==> config.mk <==
export PLATFORM = sky130hd
export DESIGN_NAME = ttt_move_arbiter_flat
export DESIGN_NICKNAME = d
export VERILOG_FILES = /design/src/rtl/ttt_pkg.sv /design/src/rtl/ttt_move_arbiter_if.sv /design/src/rtl/ttt_turn_timer.sv /design/src/rtl/ttt_move_arbiter.sv /design/src/flat_wrapper.sv
export SDC_FILE = /design/constraint.sdc
export NUM_CORES = 1
export LEC_CHECK = 0
export ABC_AREA = 1
export ABC_CLOCK_PERIOD_IN_PS = 4100
export CELL_PAD_IN_SITES_DETAIL_PLACEMENT = 1
export CELL_PAD_IN_SITES_GLOBAL_PLACEMENT = 1
export CORE_ASPECT_RATIO = 0.9
export CORE_MARGIN = 4
export CORE_UTILIZATION = 27
export DETAILED_ROUTE_END_ITERATION = 12
export PLACE_DENSITY = 0.58
export SYNTH_ARGS = -nofsm -noshare
export SYNTH_HDL_FRONTEND = slang
export SYNTH_SLANG_ARGS = --single-unit
==> constraint.sdc <==
create_clock -name clk -period 4.1 [get_ports clk]
set_input_delay 0.82 -clock clk [delete_from_list [all_inputs] [get_ports clk]]
set_output_delay 0.82 -clock clk [all_outputs]
set_load 0.005 [all_outputs]
==> src/rtl/ttt_pkg.sv <==
// Shared constants and types for the tic-tac-toe move arbiter.
// Status encoding matches the game engine's eng_game_status output.
package ttt_pkg;

    localparam logic [1:0] ST_DRAW  = 2'b00;
    localparam logic [1:0] ST_A_WIN = 2'b01;
    localparam logic [1:0] ST_B_WIN = 2'b10;
    localparam logic [1:0] ST_RUN   = 2'b11;

    localparam logic PLAYER_A = 1'b1;
    localparam logic PLAYER_B = 1'b0;

    localparam int BOARD_CELLS = 9;

    typedef enum logic [2:0] {
        CLEAR,
        WAIT_MOVE,
        ISSUE,
        SETTLE,
        DONE
    } arb_state_t;

    // Result when the turn holder forfeits: the other player wins.
    function automatic logic [1:0] opponent_wins(input logic turn);
        return (turn == PLAYER_A) ? ST_B_WIN : ST_A_WIN;
    endfunction

endpackage

==> src/rtl/ttt_move_arbiter_if.sv <==
// Player move port: level request with cell, one-cycle ack/nack reply.
// master = player side, slave = arbiter side.
interface ttt_move_arbiter_if;

    logic       req;
    logic [3:0] pos;
    logic       ack;
    logic       nack;

    modport master (
        output req,
        output pos,
        input  ack,
        input  nack
    );

    modport slave (
        input  req,
        input  pos,
        output ack,
        output nack
    );

endinterface

==> src/rtl/ttt_turn_timer.sv <==
// Per-turn cycle counter; expired flags the last allowed cycle.
// Saturates at the counter's maximum value instead of wrapping.
module ttt_turn_timer #(
    parameter int TURN_TIMEOUT = 1000,
    parameter int CNT_W        = $clog2(TURN_TIMEOUT + 1)
) (
    input  logic clk,
    input  logic reset_n,
    input  logic clear,
    input  logic run,
    output logic expired
);

    localparam logic [CNT_W-1:0] LAST    = CNT_W'(TURN_TIMEOUT - 1);
    localparam logic [CNT_W-1:0] CNT_MAX = '1;

    logic [CNT_W-1:0] cnt;

    always_ff @(posedge clk or negedge reset_n) begin
        if (!reset_n) begin
            cnt <= '0;
        end else if (clear) begin
            cnt <= '0;
        end else if (run && cnt != CNT_MAX) begin
            cnt <= cnt + 1'b1;
        end
    end

    assign expired = (cnt == LAST);

endmodule

==> src/rtl/ttt_move_arbiter.sv <==
// Shares one tic-tac-toe engine between two player ports: turn
// arbitration, cell pre-check, status readback, timeout and restart.
module ttt_move_arbiter
    import ttt_pkg::*;
#(
    parameter int TURN_TIMEOUT = 1000,
    parameter int CNT_W        = $clog2(TURN_TIMEOUT + 1)
) (
    input  logic               clk,
    input  logic               reset_n,
    ttt_move_arbiter_if.slave  a_port,
    ttt_move_arbiter_if.slave  b_port,
    input  logic               new_game,
    output logic               eng_reset,
    output logic [3:0]         eng_position,
    output logic               eng_player_select,
    input  logic               eng_current_turn,
    input  logic [1:0]         eng_game_status,
    output logic [1:0]         result,
    output logic               forfeit
);

    arb_state_t             state;
    logic [BOARD_CELLS-1:0] occ;

    logic a_ack_q;
    logic a_nack_q;
    logic b_ack_q;
    logic b_nack_q;

    logic       a_live;
    logic       b_live;
    logic       a_turn;
    logic       sel_req;
    logic [3:0] sel_pos;
    logic       sel_ok;
    logic       accept;
    logic       a_rej;
    logic       b_rej;

    logic timer_run;
    logic timer_expired;

    assign a_port.ack  = a_ack_q;
    assign a_port.nack = a_nack_q;
    assign b_port.ack  = b_ack_q;
    assign b_port.nack = b_nack_q;

    // A port's request is blanked while its own reply is on the wire.
    always_comb begin
        a_live  = a_port.req & ~(a_ack_q | a_nack_q);
        b_live  = b_port.req & ~(b_ack_q | b_nack_q);
        a_turn  = (eng_current_turn == PLAYER_A);
        sel_req = a_turn ? a_live : b_live;
        sel_pos = a_turn ? a_port.pos : b_port.pos;
        sel_ok  = (sel_pos < 4'(BOARD_CELLS)) && !occ[sel_pos];
        accept  = sel_req && sel_ok;
        a_rej   = a_live && !(a_turn && sel_ok);
        b_rej   = b_live && !(!a_turn && sel_ok);
    end

    assign timer_run = (state == WAIT_MOVE);

    ttt_turn_timer #(
        .TURN_TIMEOUT (TURN_TIMEOUT),
        .CNT_W        (CNT_W)
    ) u_timer (
        .clk     (clk),
        .reset_n (reset_n),
        .clear   (!timer_run),
        .run     (timer_run),
        .expired (timer_expired)
    );

    always_ff @(posedge clk or negedge reset_n) begin
        if (!reset_n) begin
            state             <= CLEAR;
            occ               <= '0;
            eng_reset         <= 1'b1;
            eng_position      <= '0;
            eng_player_select <= 1'b0;
            result            <= ST_RUN;
            forfeit           <= 1'b0;
            a_ack_q           <= 1'b0;
            a_nack_q          <= 1'b0;
            b_ack_q           <= 1'b0;
            b_nack_q          <= 1'b0;
        end else begin
            a_ack_q           <= 1'b0;
            a_nack_q          <= 1'b0;
            b_ack_q           <= 1'b0;
            b_nack_q          <= 1'b0;
            eng_reset         <= 1'b0;
            eng_player_select <= ~eng_current_turn;

            if (new_game) begin
                state     <= CLEAR;
                eng_reset <= 1'b1;
            end else begin
                unique case (state)
                    CLEAR: begin
                        occ     <= '0;
                        result  <= ST_RUN;
                        forfeit <= 1'b0;
                        // Engine comes out of reset with A to move.
                        eng_player_select <= ~PLAYER_A;
                        state   <= WAIT_MOVE;
                    end
                    WAIT_MOVE: begin
                        a_nack_q <= a_rej;
                        b_nack_q <= b_rej;
                        if (accept) begin
                            a_ack_q           <= a_turn;
                            b_ack_q           <= ~a_turn;
                            occ[sel_pos]      <= 1'b1;
                            eng_position      <= sel_pos;
                            eng_player_select <= eng_current_turn;
                            state             <= ISSUE;
                        end else if (timer_expired) begin
                            result  <= opponent_wins(eng_current_turn);
                            forfeit <= 1'b1;
                            state   <= DONE;
                        end
                    end
                    ISSUE: begin
                        // The engine turn flips at the end of this
                        // cycle; keeping the mover selected makes the
                        // select differ from the new turn in SETTLE.
                        eng_player_select <= eng_player_select;
                        state             <= SETTLE;
                    end
                    SETTLE: begin
                        if (eng_game_status == ST_RUN) begin
                            state <= WAIT_MOVE;
                        end else begin
                            result <= eng_game_status;
                            state  <= DONE;
                        end
                    end
                    DONE: begin
                        a_nack_q <= a_live;
                        b_nack_q <= b_live;
                    end
                endcase
            end
        end
    end

endmodule

==> src/flat_wrapper.sv <==
// flat-port wrapper written by rule: the top's interface ports become plain ports
module ttt_move_arbiter_flat import ttt_pkg::*;
#(
    parameter int TURN_TIMEOUT = 1000,
    parameter int CNT_W        = $clog2(TURN_TIMEOUT + 1)
)
  (clk, reset_n, new_game, eng_reset, eng_position, eng_player_select, eng_current_turn, eng_game_status, result, forfeit, a_port_req, a_port_pos, a_port_ack, a_port_nack, b_port_req, b_port_pos, b_port_ack, b_port_nack);
  ttt_move_arbiter_if a_port_i ();
  ttt_move_arbiter_if b_port_i ();
  input  logic clk;
  input  logic reset_n;
  input  logic new_game;
  output logic eng_reset;
  output logic [3:0] eng_position;
  output logic eng_player_select;
  input  logic eng_current_turn;
  input  logic [1:0] eng_game_status;
  output logic [1:0] result;
  output logic forfeit;
  input wire logic [$bits(a_port_i.req)-1:0] a_port_req;
  input wire logic [$bits(a_port_i.pos)-1:0] a_port_pos;
  output wire logic [$bits(a_port_i.ack)-1:0] a_port_ack;
  output wire logic [$bits(a_port_i.nack)-1:0] a_port_nack;
  input wire logic [$bits(b_port_i.req)-1:0] b_port_req;
  input wire logic [$bits(b_port_i.pos)-1:0] b_port_pos;
  output wire logic [$bits(b_port_i.ack)-1:0] b_port_ack;
  output wire logic [$bits(b_port_i.nack)-1:0] b_port_nack;
  assign a_port_i.req = a_port_req;
  assign a_port_i.pos = a_port_pos;
  assign a_port_ack = a_port_i.ack;
  assign a_port_nack = a_port_i.nack;
  assign b_port_i.req = b_port_req;
  assign b_port_i.pos = b_port_pos;
  assign b_port_ack = b_port_i.ack;
  assign b_port_nack = b_port_i.nack;
  ttt_move_arbiter #(.TURN_TIMEOUT(TURN_TIMEOUT), .CNT_W(CNT_W)) u_core (.clk(clk), .reset_n(reset_n), .a_port(a_port_i), .b_port(b_port_i), .new_game(new_game), .eng_reset(eng_reset), .eng_position(eng_position), .eng_player_select(eng_player_select), .eng_current_turn(eng_current_turn), .eng_game_status(eng_game_status), .result(result), .forfeit(forfeit));
endmodule
Word-level counts from Yosys, hierarchy flattened. Index checks and enable logic that the tools add are counted.

Register bits after elaboration: 35. Input port bits: 16. Output and inout port bits: 13.

Add/sub/neg operators: 1. Order comparisons: 3. Equal/unequal tests: 14. Mux-type cells: 37. Bitwise gates (word level): 9. Reduce and logical (&&, ||, !) cells: 21.

Operators with widths (number): $mux W10 (2); $pmux W9 S2 (1); $mux W1 (16); $mux W3 (4); $pmux W3 S4 (1); $add A10 B1 Y10 const B (1); $eq A10 B10 Y1 const B (1); $ne A10 B10 Y1 const B (1); $mux W9 (1); $or A9 B9 Y9 (1); $logic_and A1 B1 Y1 (8); $mux W2 (4); $eq A3 B2 Y1 const B (2); $ne A2 B1 Y1 const B (3); $ne A2 B2 Y1 const B (3); $pmux W1 S2 (3); $pmux W2 S3 (1); $reduce_and A3 Y1 (2); $lt A4 B5 Y1 const B (1); $reduce_and A5 Y1 (1); $reduce_bool A5 Y1 (1); $bmux W1 S4 (1); $demux W1 S4 (1); $ge A4 B1 Y1 const B (1); 16 further kinds (24).

Depth between registers and ports, before layout.
Word-level depth: 10. Gate-level depth with buffers: 15. Depth with buffers taken out: 14.

Modules after synthesis. Synthesis repeated with hierarchy kept, for this count alone.

Cells, all modules: 294. Area, all modules: 2138.3 sq um.

By module, submodules not included: ttt_move_arbiter (times used 1, cells each 210, area each 1515.2 sq um, seq. area each 629.4 sq um); ttt_turn_timer (times used 1, cells each 84, area each 623.1 sq um, seq. area each 250.2 sq um).

Worst setup path after synthesis. OpenSTA, ideal clock, no wires.

Kind: input to register. From: input port eng_current_turn. To: register u_core.occ[3]. Library setup time: 124 ps. Arrival time: 2069 ps. Data required time: 3976 ps. Setup slack: 1908 ps. Stages on the path: 12. Buffers on the path: 2. Cells stage by stage: buf_6 nand2_1 nand2_2 nor2_2 nand3b_2 nand2_2 nand4_4 nand2_4 nand2_4 buf_6 nand2_2 o21ai_2.

Word-level cells in the longest chain between the ends: 8. Elaborated cells on any way between the ends: 18. Classes of those cells: 3 x order compare; 1 x eq/ne; 8 x mux; 1 x bitwise; 5 x reduce/logical.

RTL lines: from (decl) (line flat_wrapper.sv:16) `input logic eng_current_turn;`; $mux W4 (line ttt_move_arbiter.sv:55) `sel_pos = a_turn ? a_port.pos : b_port.pos;`; $lt A4 B5 Y1 (not written as such) (tied with other cells) (line ttt_move_arbiter.sv:115) `occ[sel_pos] <= 1'b1;`; $logic_and A1 B1 Y1 (not written as such) / $mux W1 (equally long branches) (line ttt_move_arbiter.sv:115, ttt_move_arbiter.sv:56); $mux W1 (not written as such) / $logic_not A1 Y1 (equally long branches) (line ttt_move_arbiter.sv:115, ttt_move_arbiter.sv:56); $demux W1 S4 / $logic_and A1 B1 Y1 (equally long branches); $or A9 B9 Y9 (no line) / $logic_and A1 B1 Y1 (equally long branches); $mux W9 / $ne A2 B1 Y1 (equally long branches); $pmux W9 S2 / $reduce_and A3 Y1 (equally long branches); to (signal assigned) (line ttt_move_arbiter.sv:78) `occ <= '0;`; to (signal assigned) (line ttt_move_arbiter.sv:102) `occ <= '0;`; to (signal, indexed assignment) (line ttt_move_arbiter.sv:115); to (decl) (line ttt_move_arbiter.sv:24) `logic [BOARD_CELLS-1:0] occ;`.

Parallel ways exist; a longest one is shown, timed or not. The select of a mux whose other input is x is not followed. A chain may end at the register's enable or synchronous reset.

Worst setup path in the final report.
From: input port eng_current_turn. To: register u_core.eng_player_select.

Word-level cells in the longest chain between the ends: 9. Elaborated cells on any way between the ends: 12. Classes of those cells: 1 x order compare; 7 x mux; 1 x bitwise; 3 x reduce/logical.

RTL lines: $mux W4 (line ttt_move_arbiter.sv:55); $bmux W1 S4 (line ttt_move_arbiter.sv:56) `sel_ok = (sel_pos < 4'(BOARD_CELLS)) && !occ[sel_pos];`; $mux W1 (not written as such) (line ttt_move_arbiter.sv:56); $logic_not A1 Y1 (line ttt_move_arbiter.sv:56); $logic_and A1 B1 Y1 (line ttt_move_arbiter.sv:56); $logic_and A1 B1 Y1 (line ttt_move_arbiter.sv:57) `accept = sel_req && sel_ok;`; $mux W1 (line ttt_move_arbiter.sv:112) `if (accept) begin`; $pmux W1 S3 (line ttt_move_arbiter.sv:100) `unique case (state)`; $mux W1 * (line ttt_move_arbiter.sv:96) `if (new_game) begin`; to (signal assigned) (line ttt_move_arbiter.sv:94) `eng_player_select <= ~eng_current_turn;`; to (signal assigned) (line ttt_move_arbiter.sv:106) `eng_player_select <= ~PLAYER_A;`; to (signal assigned) (line ttt_move_arbiter.sv:117) `eng_player_select <= eng_current_turn;`; to (decl) (line ttt_move_arbiter.sv:16) `output logic eng_player_select,`.

Mark *: on every way between the ends. The rest lies on a longest branch, timed or not. The select of a mux whose other input is x is not followed.

==> impl_metrics.toml <==
[global_routing]
grt_max_degree = 36
track_usage_pct = 13.21
grt.overflow.total = 0
antenna_found_initial = 0
grt_pass1_wl_microns = 9211
grt_pass1_vias = 1864

[clocking]
htreeDepth = 2
post_cts_resized = 0
cts_tree = "built"
cts_sinks = 35
post-cts-setup-buffers = 0
cts_hold_buf = 0
cts_buffers = 5
clk_latency_ps = 290
cts-root-buf = "clkbuf_8"
ctsLongestPathBuffers = 2
clk_pin_slew_ps = 70

[hold_path]
min_to = "u_core.result[1]"
hold_start = "u_core.result[1]"
hold_class = "flip-flop to flip-flop"
holdPathStages = 2

[layout]
drive_gt1_share_pct = 13.22
instances_no_fill = 388
fill_cells = 886
nets = 311
most-common-layout-cells = "nand2_1 (71), dfrtp_1 (32), nor2_1 (31)"
syn_to_final_growth_pct = 23.34
utilization_pct = 34.68
antenna_cells = 0
layout_commonest_cell = "nand2_1"

[critical_path]
r2r_cells = 8
r2r_setup_slack_ps = 2050
cp.arrival_ps = 3000
setup.worst_path.start = "eng_current_turn"
r2r-start = "u_core.u_timer.cnt[0]"
crit_chain = "clkdlybuf4s50_1, inv_4, or2_4, o21ai_4, nand2_4, inv_1, nand2_1, nand4_4, nand2_4, nand2_4, nand2_1, a21oi_1"
cp_max_fo = 19
start_kind = "input port"
cp_num_buf_inv = 3
required_ps = 4320
path_common_cell = "nand2_4"
slowest_stage = "clkdlybuf4s50_1"
reg2reg_to = "u_core.u_timer.cnt[0]"
critPathCaptureType = "flip-flop"
critPathMaxStageDelay_ps = 730
crit_family = "simple AND/OR/NAND/NOR gates"
path_class = "input port to flip-flop"

[power]
powerDensity_nw_per_um2 = 519.3
leakage_nw = 1.153
ir_drop_mv = 0.1376

[yosys]
syn_area_sq_um = 1999
synth_cells = 262
yosysUniqueCellTypes = 30
syn_avg_cell_area_sq_um = 7.631
synth_seq_cells = 35
ys_warn_count = 0
seq_area_frac_synth_pct = 43.99
synthesis.nets = 279

[timing]
drv_slew = 0
rsz0062_at_grt = "false"
period_needed_ps = 2775
hold_viol = 0
max_freq_mhz = 360.3
finClkSkew_ps = 2.471
maxSlewHeadroom_pct = 45.00
fin_setup_tns_ps = 0
fin_crit_sh_pct = 67.69
tightest_slew_ps = 825.0
setup_viol = 0

[drt]
drt_iter0_markers = 45
ant_nets = 0
postRouteWirelength_microns = 5345
detailroute.via_count = 1784
routedWlPerCell_microns = 13.78
via_per_inst = 4.598
drc = 0
first_pass_iters = 3

[floorplanning]
ios = 29
num_rows = 29
initial_core_util_pct = 28.11
dieArea_sq_um = 8848
fp.dieW_microns = 98.71
fp.dieH_microns = 89.64
core_area_sq_um = 7112

[placed_design]
gp_congestion = 0.7470
hpwl_microns = 4005
dp.cells = 380
portBuffers = 28

[run]
cap_violations = 0

[outcome]
status = "complete, no violations"
[synth_stat cells (all sizes together)]
library cell	count	area, sq um
nand2	81	344.1
nor2	34	140.1
dfrtp	32	800.8
inv	30	115.1
o21ai	29	190.2
nand3	13	65.06
a21oi	11	55.05
nor3	10	50.05
nand4	5	46.29
buf	4	32.53
dfstp	3	78.83
a31oi	2	12.51
a21boi	1	7.510
and3	1	6.260
ha	1	12.51
nand3b	1	11.26
nor4	1	6.260
o31ai	1	7.510
or2	1	8.760
xor2	1	8.760
[cell type report]
| class | count | area (sq um) | share of cell area (%) |
|---|---|---|---|
| multi-input cells | 193 | 972.2 | 39.42 |
| flip-flops and latches | 35 | 879.6 | 35.67 |
| repair buffers | 29 | 282.8 | 11.47 |
| well taps | 93 | 116.4 | 4.718 |
| inverters | 30 | 115.1 | 4.668 |
| clock buffers | 8 | 100.1 | 4.059 |
[worst register-to-register path, stage by stage (launching register included)]
cell and delay [ps]:
dfrtp_1 420, ha_1 190, nand2_1 80, nor3_1 380, and3_1 270, nand2_1 180, nor2_1 230, inv_1 100
a21oi_1 120
[worst max-delay path by stage]
stage,to,slack [ps],cells past startpoint
after floorplan,u_core.occ[3],1910,12
after global placement,u_core.eng_player_select,990,12
after detailed placement,u_core.eng_player_select,990,12
after CTS,u_core.eng_player_select,1290,12
after global routing,u_core.eng_player_select,1070,13
final,u_core.eng_player_select,1320,12
[per-stage QoR]
| stage | worst slack (ps) | area [sq um] | hold WS, ps | power, W |
|---|---|---|---|---|
| after floorplan | 1908 | 1999 | 442.6 | 0.0008139 |
| after global placement | 994.3 | 2366 | 457.2 | 0.001014 |
| after detailed placement | 991.5 | 2366 | 455.9 | 0.001017 |
| after CTS | 1290 | 2466 | 467.8 | 0.001309 |
| after global routing | 1074 | 2466 | 492.8 | 0.001397 |
| final | 1325 | 2466 | 464.2 | 0.001281 |
[registers in the layout, indices dropped and copies added, names as in the netlist]
name / count
u_core.a_port.nack: 1
u_core.u_timer.cnt: 10
u_core.result: 2
u_core.eng_position: 4
u_core.eng_player_select: 1
u_core.a_port.ack: 1
u_core.eng_reset: 1
u_core.b_port.ack: 1
u_core.forfeit: 1
u_core.state: 3
u_core.occ: 9
u_core.b_port.nack: 1
[layer usage]
layer | vias up | wire [microns] | track usage (%)
li1 | 907 | - | -
met4 | 0 | 80 | 4.839
met1 | 847 | 2662 | 16.80
met3 | 6 | 186 | 2.857
met5 | - | 0 | 0
met2 | 24 | 2415 | 22.41
[report_power, final]
| group | leakage, nW | switching (W) | internal [W] |
|---|---|---|---|
| sequential | 0.465 | 0.0000592 | 0.000431 |
| clock | 0.0515 | 0.000130 | 0.000153 |
| combinational | 0.636 | 0.000302 | 0.000204 |
| total | 1.15 | 0.000492 | 0.000789 |
[logic make-up (layout without fill, tap and decap cells)]
group | count (synthesis) | in the layout | share of synthesized area, %
xor gates and xnor gates | 1 | 1 | 0.4381
AOI/OAI and AO/OA | 44 | 44 | 13.64
buffers and inverters | 34 | 67 | 7.384
adders and majority gates | 1 | 1 | 0.6257
DFF | 35 | 35 | 43.99
and+or+nand+nor | 147 | 147 | 33.92
Note: power is estimated with default switching activity, not from simulation.
